<file path="config.mk">
export PLATFORM = sky130hd
export DESIGN_NAME = arbiter_shared_bus
export DESIGN_NICKNAME = d
export VERILOG_FILES = /design/src/rtl/arbiter_shared_bus.sv
export SDC_FILE = /design/constraint.sdc
export NUM_CORES = 1
export LEC_CHECK = 0
export BUFFER_PORTS_ARGS = -buffer_cell sky130_fd_sc_hd__buf_2
export CAP_MARGIN = 20
export CORE_AREA = 2 2 131 133
export DETAILED_ROUTE_END_ITERATION = 8
export DIE_AREA = 0 0 133 135
export GPL_ROUTABILITY_DRIVEN = 0
export GPL_TIMING_DRIVEN = 0
export HOLD_SLACK_MARGIN = 0.03
export PLACE_DENSITY_LB_ADDON = 0.25
export SETUP_SLACK_MARGIN = 0.15
export SLEW_MARGIN = 20
export SYNTH_ARGS = -nofsm -noshare
export SYNTH_HDL_FRONTEND = slang
export SYNTH_SLANG_ARGS = --single-unit
</file>
<file path="constraint.sdc">
create_clock -name wb_clk -period 2.25 [get_ports wb_clk]
set_input_delay 0 -clock wb_clk [delete_from_list [all_inputs] [get_ports wb_clk]]
set_output_delay 0 -clock wb_clk [all_outputs]
set_load 0.03 [all_outputs]
</file>
<file path="src/rtl/arbiter_shared_bus.sv">
// Two-master round-robin arbiter for a shared Wishbone slave.
// Holds the grant until the owning master drops cyc and guards it with a watchdog timeout.
//
// state | meaning
// IDLE  | no master owns the bus, slave cycle held low
// GNT0  | master 0 owns the bus until it drops cyc
// GNT1  | master 1 owns the bus until it drops cyc
module arbiter_shared_bus #(
  parameter int wb_dat_width = 32,
  parameter int wb_adr_width = 32,
  parameter int wdt_width    = 8
) (
  input  logic                    wb_clk,
  input  logic                    wb_rst,
  input  logic [wb_adr_width-1:0] wbm0_adr_o,
  input  logic [wb_dat_width-1:0] wbm0_dat_o,
  input  logic [3:0]              wbm0_sel_o,
  input  logic                    wbm0_we_o,
  input  logic                    wbm0_cyc_o,
  input  logic                    wbm0_stb_o,
  input  logic [2:0]              wbm0_cti_o,
  input  logic [1:0]              wbm0_bte_o,
  output logic [wb_dat_width-1:0] wbm0_dat_i,
  output logic                    wbm0_ack_i,
  output logic                    wbm0_err_i,
  output logic                    wbm0_rty_i,
  input  logic [wb_adr_width-1:0] wbm1_adr_o,
  input  logic [wb_dat_width-1:0] wbm1_dat_o,
  input  logic [3:0]              wbm1_sel_o,
  input  logic                    wbm1_we_o,
  input  logic                    wbm1_cyc_o,
  input  logic                    wbm1_stb_o,
  input  logic [2:0]              wbm1_cti_o,
  input  logic [1:0]              wbm1_bte_o,
  output logic [wb_dat_width-1:0] wbm1_dat_i,
  output logic                    wbm1_ack_i,
  output logic                    wbm1_err_i,
  output logic                    wbm1_rty_i,
  output logic [wb_adr_width-1:0] wbs_adr_i,
  output logic [wb_dat_width-1:0] wbs_dat_i,
  output logic [3:0]              wbs_sel_i,
  output logic                    wbs_we_i,
  output logic                    wbs_cyc_i,
  output logic                    wbs_stb_i,
  output logic [2:0]              wbs_cti_i,
  output logic [1:0]              wbs_bte_i,
  input  logic [wb_dat_width-1:0] wbs_dat_o,
  input  logic                    wbs_ack_o,
  input  logic                    wbs_err_o,
  input  logic                    wbs_rty_o,
  output logic [1:0]              arb_gnt_o,
  output logic                    wdt_tmo_o
);

  typedef enum logic [1:0] {IDLE, GNT0, GNT1} state_t;

  state_t               state;
  logic                 lg;
  logic [wdt_width-1:0] wdt_cnt;
  logic                 gnt0, gnt1;
  logic                 m_cyc, m_stb, stb_raw, rsp, wdt_hit;

  always_ff @(posedge wb_clk or posedge wb_rst) begin
    if (wb_rst) begin
      state     <= IDLE;
      lg        <= 1'b1;
      arb_gnt_o <= 2'b00;
    end else begin
      case (state)
        IDLE: begin
          if (wbm0_cyc_o && wbm1_cyc_o) begin
            if (lg) begin
              state     <= GNT0;
              arb_gnt_o <= 2'b01;
            end else begin
              state     <= GNT1;
              arb_gnt_o <= 2'b10;
            end
          end else if (wbm0_cyc_o) begin
            state     <= GNT0;
            arb_gnt_o <= 2'b01;
          end else if (wbm1_cyc_o) begin
            state     <= GNT1;
            arb_gnt_o <= 2'b10;
          end
        end
        GNT0: begin
          if (!wbm0_cyc_o) begin
            lg <= 1'b0;
            if (wbm1_cyc_o) begin
              state     <= GNT1;
              arb_gnt_o <= 2'b10;
            end else begin
              state     <= IDLE;
              arb_gnt_o <= 2'b00;
            end
          end
        end
        GNT1: begin
          if (!wbm1_cyc_o) begin
            lg <= 1'b1;
            if (wbm0_cyc_o) begin
              state     <= GNT0;
              arb_gnt_o <= 2'b01;
            end else begin
              state     <= IDLE;
              arb_gnt_o <= 2'b00;
            end
          end
        end
        default: begin
          state     <= IDLE;
          arb_gnt_o <= 2'b00;
        end
      endcase
    end
  end

  assign gnt0 = (state == GNT0);
  assign gnt1 = (state == GNT1);

  // Cycle qualifiers come straight from the state register so reset drops them without a clock.
  assign m_cyc   = (gnt0 & wbm0_cyc_o) | (gnt1 & wbm1_cyc_o);
  assign m_stb   = gnt1 ? wbm1_stb_o : wbm0_stb_o;
  assign stb_raw = m_cyc & m_stb;
  assign rsp     = wbs_ack_o | wbs_err_o | wbs_rty_o;
  assign wdt_hit = stb_raw & (wdt_cnt == {wdt_width{1'b1}}) & ~rsp;

  always_ff @(posedge wb_clk or posedge wb_rst) begin
    if (wb_rst)
      wdt_cnt <= '0;
    else if (!stb_raw || rsp || wdt_hit)
      wdt_cnt <= '0;
    else
      wdt_cnt <= wdt_cnt + 1'b1;
  end

  assign wbs_adr_i = gnt1 ? wbm1_adr_o : wbm0_adr_o;
  assign wbs_dat_i = gnt1 ? wbm1_dat_o : wbm0_dat_o;
  assign wbs_sel_i = gnt1 ? wbm1_sel_o : wbm0_sel_o;
  assign wbs_we_i  = gnt1 ? wbm1_we_o  : wbm0_we_o;
  assign wbs_cti_i = gnt1 ? wbm1_cti_o : wbm0_cti_o;
  assign wbs_bte_i = gnt1 ? wbm1_bte_o : wbm0_bte_o;
  assign wbs_cyc_i = m_cyc;
  assign wbs_stb_i = stb_raw & ~wdt_hit;
  assign wdt_tmo_o = wdt_hit;

  assign wbm0_dat_i = wbs_dat_o;
  assign wbm1_dat_i = wbs_dat_o;
  assign wbm0_ack_i = gnt0 & wbs_ack_o;
  assign wbm1_ack_i = gnt1 & wbs_ack_o;
  assign wbm0_err_i = gnt0 & (wbs_err_o | wdt_hit);
  assign wbm1_err_i = gnt1 & (wbs_err_o | wdt_hit);
  assign wbm0_rty_i = gnt0 & wbs_rty_o;
  assign wbm1_rty_i = gnt1 & wbs_rty_o;

endmodule

</file>
# == Word-level counts from Yosys, hierarchy flattened ==
# Index checks and enable logic that the tools add are counted.
# op_classes
add_sub_neg,1
eq_ne,6
n_mux,20
n_bitwise,18
reduce_logical,8
# op_table
operator,n
32-bit 2-to-1 mux,2
2-bit 2-to-1 mux,8
1-bit AND,12
"8-bit by 1-bit adder with 8-bit output, second input constant",1
"8-bit equality test, second input constant",1
8-bit 2-to-1 mux,1
2-bit one-hot mux with 3 select lines,1
3-bit AND reduction,2
1-bit 2-to-1 mux,5
4-bit 2-to-1 mux,1
"2-bit != test, second input constant",2
"4-bit != test, second input constant",1
1-bit OR,4
3-bit 2-to-1 mux,1
"2-bit by 1-bit equality test with 1-bit output, second input constant",1
"2-bit equality test, second input constant",1
2-bit zero test,1
1-bit logical OR,2
1-bit NOT,2
1-bit one-hot mux with 2 select lines,1
2-bit nonzero test,1
1-bit logical AND,1
1-bit zero test,1
# word_totals
regBits,11
inputBits,189
out_inout_bits,149

# == Logic depth before layout (Yosys ltp) ==
# Gate-level depths: netlist of run 1.
# depth
depth_word,8
mapped_depth,7
mapped_depth_nobuf,4

# == Worst setup path before layout of run 1 ==
# No wires, ideal clock.
# synth_timing
kind,register to output
from,register state[1]
to,output wbm1_err_i
arrival_ns,1.969
required_time_ns,2.250
setup_slack_ns,0.281
stages_incl_launch_ff,8
path_cell_list,dfrtp_1 > buf_4 > nor2b_4 > buf_6 > buf_6 > buf_6 > nand3_1 > o21ai_0
# synth_via
elab_chain_cells,8
word_cells_on_any_way,11
classes_between,eq/ne (2); mux (1); bitwise (8)
# synth_lines
element,line,source
start: declaration,57,state_t state;
start signal: assignment,65,state <= IDLE;
start signal: assignment,73,state <= GNT0;
start signal: assignment,76,state <= GNT1;
2-bit by 1-bit equality test with 1-bit output or 2-bit equality test (tied branches),"119, 120",
1-bit AND,123,assign m_cyc = (gnt0 & wbm0_cyc_o) | (gnt1 & wbm1_cyc_o);
1-bit OR,123,
1-bit AND,125,assign stb_raw = m_cyc & m_stb;
1-bit AND (2 in a row),127,assign wdt_hit = stb_raw & (wdt_cnt == {wdt_width{1'b1}}) & ~rsp;
1-bit OR,153,assign wbm1_err_i = gnt1 & (wbs_err_o | wdt_hit);
1-bit AND *,153,
end: declaration,37,"output logic wbm1_err_i,"
# Every way passes the cells marked *; elsewhere a longest branch is shown, timed or not.

# == Worst setup path after layout of run 1 ==
# layout_timing
from,register state[1]
to,output wbs_dat_i[7]
# layout_via
elab_chain_cells,2
# layout_lines
element,line,source
2-bit equality test,120,assign gnt1 = (state == GNT1);
32-bit 2-to-1 mux,139,assign wbs_dat_i = gnt1 ? wbm1_dat_o : wbm0_dat_o;
end: declaration,40,"output logic [wb_dat_width-1:0] wbs_dat_i,"
# Every way passes these cells.

==> impl_results.md, run 1 <==
* Antenna violations before repair at 0
* Syn. warnings at 0
* I/O Buffers at 305
* Number of global-route vias before repair at 2703
* Most numerous cell on the critical path: buf_2
* Static leakage at 2.22 nW
* Post-synth EDFFs at 0
* Status: finished clean
* CP Class: flop to primary output
* Critical Path End Type: primary output
* Setup TNS at 0 ns
* Slowest CP cell: mux2_2
* FFs w/ async S/R, synth at 100%
* Average wire per standard cell at 14.1 um
* Remaining antenna violation count at 0
* Starting Density at 13.0%
* Synth area leader: mux2_2
* Worst path cell trace: buf_4 -> nor2b_4 -> buf_6 -> buf_2 -> mux2_2 -> buf_2
* Nets at 725
* Core area at 16400 um^2
* Post-synth top cells: 66 x buf_4, 58 x mux2_2, 16 x mux2_4, 10 x dfrtp_1, 8 x o21ai_0
* CTS tree: built
* Die Width at 133 um
* Die ar. at 18000 um^2
* Max_cap viols at 0
* # fillers at 1834
* Clk Latency, worst-skew pair at 0.24 ns
* Yosys cell types at 33
* Final WL at 10700 um
* Area Overhead vs Synth at 88.8%
* Flops & latches, synth at 11
* Grt ovf at 0
* Layout Skew at 0.000512 ns
* Pre-antenna DRT Iters at 3
* Via count at 2729
* RSZ-0062 raised after global routing: no
* Final instance count without filler cells at 754
* Synth area leaders: mux2_2 31%, buf_4 23%, dfrtp_1 12%
* Final hold vios at 0
* CP max FO at 10
* CTS H-tree depth at 1
* First-pass GRT wire length at 14800 um
* Post-synthesis cell area at 2130 um^2
* Seq/Total Area, Yosys at 13.0%
* Slew @ Worst Pin at 0.478 ns
* Max Freq at 533 MHz
* Share of layout cells above drive strength 1 at 87.3%
* Relative slew margins at 67.9%
* CTS max path bufs at 2
* Most numerous cell in the Yosys netlist: buf_4
* GRT Overall Usage at 10.6%
* Top cell type's share of synthesized area at 30.7%
* Detailed placement HPWL at 9800 um
* Final period utilization at 83.4%
* Syn Inst Count at 224
* Final Total Pwr at 0.00234 W
* Inserted Diodes at 0
* Drt drc at 0
* Die Span Y at 135 um
* Largest net degree at the start of global routing at 12
* CP required at 2.25 ns
* Clk sink count at 11
* Final core occ at 24.5%
* Min-delay worst type: input port to flop
* Synth Flop Type: dfrtp_1
* Number of buffers created by CTS at 3
* CP arrival at 1.88 ns
* Slew Viols, Final at 0
* Power per cell area at 582 nW/um^2
* Clk Tree Root Cell: clkbuf_16
* Critical Path Start Type: flop
* Clock transition at the registers of the reported paths at 0.04 ns
* Placed insts at 749
* IO Pins at 338
* Final setup fails at 0
* VDD IR max at 222 uV
* Tmin final at 1.88 ns
* Vias per cell at 3.62
* Cell Rows at 47
* Worst hold margin at 0.0393 ns
* Max incr delay on CP at 0.38 ns
* Initial drt markers at 40
* Mapped Nets at 414
* Syn Area/Cell at 9.50 um^2
[where the power goes]
part,internal [W],switching [W],total (W)
Combinational,0.000713,0.00107,0.00178
Clock,0.000238,0.0000872,0.000325
Sequential,0.000223,0.0000117,0.000235
[layout make-up]
cell class	count	area, um^2	area share [%]
clock buffer	4	78.8	1.96
multi-input combinational	133	1260	31.5
inverter	3	11.3	0.280
tap	220	275	6.85
buffer	77	576	14.3
sequential	11	277	6.88
timing repair buffer	306	1540	38.2
[flip-flops by register name, summed over array words and instances (netlist names)]
name / cells
state: 2
lg: 1
wdt_cnt: 8
[timing repair]
item / CTS / global route
resized for setup: 0 / 0
setup buffers: 0 / 0
setup endpoints to repair: 0 / 0
endpoints found under the hold margin: 10 / 0
hold buffers: 1 / 0
[kinds of logic (layout without fill, tap and decap cells)]
kind of cell / count (synthesis) / after routing / synth area share, %
fa+ha+maj: 1 / 1 / 0.588
simple gates: 40 / 40 / 11.4
mux: 74 / 74 / 42.0
flops: 11 / 11 / 13.0
buf+inv: 80 / 390 / 27.6
xor+xnor: 3 / 3 / 1.23
compound gates: 15 / 15 / 4.23
[metal layers]
layer,vias up,wire length (um),share of wire [%],track usage (%)
li1,1339,-,-,-
met1,1201,3790,36,11.6
met2,177,5670,53,20.3
met3,12,845,7.9,2.06
met4,0,356,3.3,3.76
met5,-,0,0,0
[stage by stage]
step / instance area (um^2) / setup WS (ns)
finish: 4020 / 0.373
global route: 4020 / 0.285
CTS: 4020 / 0.336
detailed placement: 3930 / 0.599
global placement: 3930 / 0.597
floorplan: 2130 / 0.281
[worst paths after layout]
| kind | startpoint | to | slack, ns | cells past startpoint |
|---|---|---|---|---|
| min in group asynchronous | wb_rst | state[0] | 0.31 | 3 |
| setup / recovery | state[1] | wbs_dat_i[7] | 0.37 | 6 |
| hold / removal | wbm0_cyc_o | lg | 0.04 | 3 |
| hold reg to reg | lg | lg | 0.48 | 2 |
| setup reg to reg | wdt_cnt[0] | wdt_cnt[1] | 0.70 | 5 |
| max in group asynchronous | wb_rst | lg | 1.59 | 3 |
[critical path: cells and delay by family, from the launching register on]
kind / cells / cell delay [ns]
buffers and inverters: 4 / 0.78
AND/OR/NAND/NOR: 1 / 0.15
flip-flops: 1 / 0.34
multiplexers: 1 / 0.38
[layout by cell type, fill, tap and decap left out, types with 3 or more instances in the layout]
cell,netlist,routed
inv_1,3,3
nor3_1,5,5
o21ai_0,8,8
and2_1,7,7
mux2_4,16,16
buf_6,4,4
dfrtp_1,10,10
clkbuf_16,0,3
buf_2,7,312
nor2_1,3,3
buf_4,66,66
nor2b_1,3,3
mux2_2,58,58
nand3_1,6,6
nand2_1,5,5
Note: power is estimated with default switching activity, not from simulation.
==> run 2, diff against run 1 <==
Settings changed: CORE_AREA 2 2 131 133 to 2 2 133 135, DIE_AREA 0 0 133 135 to 0 0 135 137.
Clock period 2.25 ns to 1.9 ns, I/O delays scaled along.
==> run 2 against run 1 <==
Effect of this change: utilization grew 3.7 points; total power grew 45%; register-to-register slack worse by 0.31 ns; combinational power up 53%; sequential power is 19% higher; cell area grew 20%; cell count is 2.7% higher; via count is 0.40% lower; count of clock-buffer cells in the layout did not move; critical path depth up 2; global-route usage down 1.4 points; sequential cell count unchanged.
==> impl_results.md, run 2 (synthesis gave the netlist of run 1 again) <==
* Tmin final at 1.80 ns
* Remaining antenna violation count at 0
* I/O Buffers at 305
* Inserted Diodes at 0
* Max incr delay on CP at 0.38 ns
* Worst path cell trace: buf_6 -> nor2b_4 -> buf_8 -> buf_12 -> buf_12 -> buf_16 -> mux2_4 -> buf_6
* Largest net degree at the start of global routing at 12
* CP arrival at 1.80 ns
* Final hold vios at 0
* Min-delay worst type: input port to flop
* R2R cell count at 6
* First-pass GRT wire length at 13400 um
* GRT Overall Usage at 9.26%
* Initial drt markers at 37
* Critical Path End Type: primary output
* Max_cap viols at 0
* Hold Path Depth at 2
* Slowest CP cell: dfrtp_1
* Via count at 2718
* Leading cell type in the layout, fill and taps excluded: buf_2
* Die Width at 135 um
* Largest register FFs at 8
* Relative slew margins at 60.6%
* CTS tree: built
* Core area at 17100 um^2
* Critical Path Start Type: flop
* Drt drc at 0
* Cell Rows at 48
* Antenna violations before repair at 0
* Clk sink count at 11
* CP Class: flop to primary output
* Vias per cell at 3.51
* Area Overhead vs Synth at 126%
* Detailed placement HPWL at 8860 um
* Clock transition at the registers of the reported paths at 0.04 ns
* Power per cell area at 702 nW/um^2
* Layout Skew at 0.00179 ns
* Largest reg by FF count: wdt_cnt
* VDD IR max at 345 uV
* Die ar. at 18500 um^2
* Nets at 740
* Final period utilization at 94.8%
* IO Pins at 338
* Status: finished clean
* Average wire per standard cell at 13.7 um
* CP required at 1.90 ns
* Clk Tree Root Cell: clkbuf_16
* Final setup fails at 0
* CP max FO at 5
* Pre-antenna DRT Iters at 4
* Max Freq at 555 MHz
* Setup TNS at 0 ns
* Most frequent cells in the layout: 250 x buf_2, 80 x buf_4, 51 x buf_6
* RSZ-0062 raised after global routing: yes
* Static leakage at 2.58 nW
* Final WL at 10600 um
* Worst R2R Setup Slack at 0.39 ns
* Clk Latency, worst-skew pair at 0.23 ns
* Worst Hold End: state[1]
* CTS H-tree depth at 1
* FF-to-FF End: wdt_cnt[5]
* Share of layout cells above drive strength 1 at 88.0%
* Starting Density at 12.5%
* Grt ovf at 0
* Worst r2r src: state[0]
* Slew @ Worst Pin at 0.586 ns
* Die Span Y at 137 um
* Number of global-route vias before repair at 2603
* Pre-CTS setup slack at 0.203 ns
* Number of buffers created by CTS at 3
* Biggest regs: wdt_cnt x8, state x2, lg x1
* Hold path startpoint: wbm1_cyc_o
* Setup ws final at 0.0996 ns
* Slew Viols, Final at 0
* CTS max path bufs at 2
[run 2: cell count changes in the layout (fill, tap and decap cells not counted), sizes merged]
cell and change:
buf +12, clkbuf +3
[run 2: how the worst max path moves through the flow]
stage                         from            end  slack, ns  cells after the start
after global placement    state[1]  wbs_adr_i[10]       0.19                      6
after detailed placement  state[0]  wbs_adr_i[10]       0.20                      6
after global routing      state[1]  wbs_dat_i[26]       0.06                      8
final                     state[1]  wbs_dat_i[28]        0.1                      8
after floorplan           state[1]     wbm1_err_i       0.16                      7
after CTS                 state[0]   wbs_adr_i[1]       0.08                      8
[run 2: per-layer routing]
metal  up-vias  GRT usage, %  wire, um
met4         0         0.752        27
met5         -             0         0
met2       149          16.4      5500
li1       1369             -         -
met3         2          2.07       759
met1      1198          11.9      4320
[run 2: per-stage QoR]
stage	util [%]	instance area [um^2]	total power [W]	hold slack (ns)	instances
global placement	23.1	3940	0.00238	0.0345	754
finish	28.2	4820	0.00338	0.0391	774
detailed placement	23.1	3940	0.00237	0.0317	754
floorplan	-	2130	0.00177	-0.148	224
CTS	25.7	4390	0.00310	0.0423	769
global route	28.2	4820	0.00355	0.0394	774
[run 2: critical path: cells and delay by family, from the launching register on]
family | cells | cell delay [ns]
buffers and inverters | 6 | 0.77
flip-flops | 1 | 0.38
multiplexers | 1 | 0.30
AND/OR/NAND/NOR | 1 | 0.12
[run 2: final cells by class]
cell class	count	area, um^2
fillers	1831	12200
plain buffers	77	666
repair buffers	321	2090
multi-input cells	133	1410
well taps	225	282
inverters	3	11.3
clock buffers	4	78.8
flip-flops and latches	11	277
[run 2: power breakdown]
group | switching, W | internal (W) | total (W)
clock network | 0.000101 | 0.000281 | 0.000382
registers | 0.0000164 | 0.000264 | 0.000280
logic | 0.00136 | 0.00136 | 0.00272
[run 2: timing repair]
item,CTS,global route
buffers inserted,8,3
endpoints found under the hold margin,10,0
endpoints found under the setup margin,71,69
pin swaps,0,1
hold buffers,1,0
gates resized for setup,70,121
gates cloned,2,2
==> run 3, diff against run 2 <==
Settings changed: SETUP_SLACK_MARGIN 0.15 to default.
==> run 3 against run 2 <==
Effect of this change: utilization fell by 4.3 points; critical path depth fell by 2; register-to-register slack improved by 0.03 ns; critical path type unchanged; highest routed layer unchanged.
==> impl_results.md, run 3 (synthesis gave the netlist of run 1 again) <==
* Largest net degree at the start of global routing at 12
* Area Overhead vs Synth at 91.5%
* Remaining antenna violation count at 0
* Clk Latency, worst-skew pair at 0.23 ns
* VDD IR max at 318 uV
* CP max FO at 10
* Reg power frac at 10.1%
* Max Freq at 553 MHz
* Final WL at 9800 um
* CTS tree: built
* Clock power frac at 13.8%
* Number of buffers created by CTS at 3
* Biggest regs: wdt_cnt x8, state x2, lg x1
* Leading cell type in the layout, fill and taps excluded: buf_2
* Vias per cell at 3.46
* Psw at 0.00134 W
* Final period utilization at 95.2%
* Clk Tree Root Cell: clkbuf_16
* Clk sink count at 11
* Max incr delay on CP at 0.37 ns
* Final core occ at 23.9%
* Drt drc at 0
* Largest register FFs at 8
* Nets at 725
* Sw Ratio at 48.4%
* Comb pwr share at 76.2%
* Max_cap viols at 0
* Average wire per standard cell at 12.9 um
* Number of global-route vias before repair at 2514
* Worst path cell trace: buf_4 -> nor2b_4 -> buf_8 -> clkbuf_4 -> mux2_2 -> buf_2
* Clock transition at the registers of the reported paths at 0.04 ns
* Die ar. at 18500 um^2
* Tmin final at 1.81 ns
* GRT Overall Usage at 9.04%
* First-pass GRT wire length at 13100 um
* Via count at 2628
* CTS H-tree depth at 1
* RSZ-0062 raised after global routing: yes
* Critical Path Start Type: flop
* Antenna violations before repair at 0
* Share of layout cells above drive strength 1 at 87.5%
* Cell Rows at 48
* Relative slew margins at 68.9%
* Most frequent cells in the layout: 303 x buf_2, 68 x buf_4, 58 x mux2_2
* CP required at 1.90 ns
* Starting Density at 12.5%
* Internal at 0.00143 W
* Static leakage at 2.22 nW
* Slew Viols, Final at 0
* Largest reg by FF count: wdt_cnt
* Detailed placement HPWL at 8860 um
* CP Class: flop to primary output
* Final hold vios at 0
* Min-delay worst type: input port to flop
* CTS max path bufs at 2
* Grt ovf at 0
* Initial drt markers at 35
* Core area at 17100 um^2
* IO Pins at 338
* Slew @ Worst Pin at 0.463 ns
* Pre-antenna DRT Iters at 4
* Power per cell area at 678 nW/um^2
* Layout Skew at 0.00112 ns
* Final setup fails at 0
* Slowest CP cell: dfrtp_1
* Critical Path End Type: primary output
* Setup TNS at 0 ns
* Inserted Diodes at 0
* Status: finished clean
* Die Span Y at 137 um
* I/O Buffers at 305
* Die Width at 135 um
* CP arrival at 1.81 ns
==> run 3: final timing paths <==
kind                       slack, ns  startpoint           end  cells past startpoint
max reg2reg                     0.42  wdt_cnt[0]    wdt_cnt[1]                      5
min in group asynchronous       0.32      wb_rst      state[0]                      3
min reg2reg                     0.49          lg            lg                      2
min                             0.04  wbm1_cyc_o      state[1]                      2
max in group asynchronous       1.24      wb_rst            lg                      3
max                             0.09    state[0]  wbs_dat_i[3]                      6
==> run 3: cell type report <==
| type | instances | area (um^2) |
|---|---|---|
| multi-input cells | 133 | 1270 |
| clock buffers | 4 | 78.8 |
| well taps | 225 | 282 |
| plain buffers | 77 | 616 |
| fillers | 1898 | 13000 |
| flip-flops and latches | 11 | 277 |
| repair buffers | 306 | 1540 |
| inverters | 3 | 11.3 |
==> run 3: critical path, delay by kind of cell, from the launching register on <==
kind	cells	cell delay [ns]
and+or+nand+nor	1	0.12
buffers and inverters	4	0.72
DFF	1	0.37
muxes	1	0.36
==> run 3: per-stage QoR <==
step	hold WS, ns	instance area [um^2]	setup slack (ns)	cells	total power (W)
floorplan	-0.148	2130	0.156	224	0.00177
global placement	0.0345	3940	0.185	754	0.00238
detailed placement	0.0317	3940	0.203	754	0.00237
CTS	0.0423	4030	0.0120	759	0.00277
global route	0.0394	4080	-0.00754	759	0.00292
finish	0.0403	4080	0.0904	759	0.00276
==> run 3: power by group through the flow <==
stage | clock, W | combinational, W | sequential, W
after floorplan | 0 | 0.00147 | 0.000297
after global placement | 0 | 0.00210 | 0.000283
after detailed placement | 0 | 0.00209 | 0.000281
after CTS | 0.000390 | 0.00210 | 0.000278
after global routing | 0.000411 | 0.00223 | 0.000280
final | 0.000380 | 0.00211 | 0.000279
==> run 3: what timing repair did <==
item / 4_1_cts / 5_1_grt
setup endpoints to repair: 14 / 54
endpoints found under the hold margin: 10 / 0
hold buffers: 1 / 0
setup buffers: 0 / 0
resized for setup: 2 / 15
==> run 3: routing by layer <==
metal | wire length, um | vias up | part of all wire, % | GRT usage, %
li1 | - | 1341 | - | -
met5 | 0 | - | 0 | 0
met4 | 27 | 0 | 0.28 | 0.752
met1 | 4050 | 1134 | 41 | 11.8
met3 | 767 | 2 | 7.8 | 2.07
met2 | 4950 | 151 | 50 | 15.8
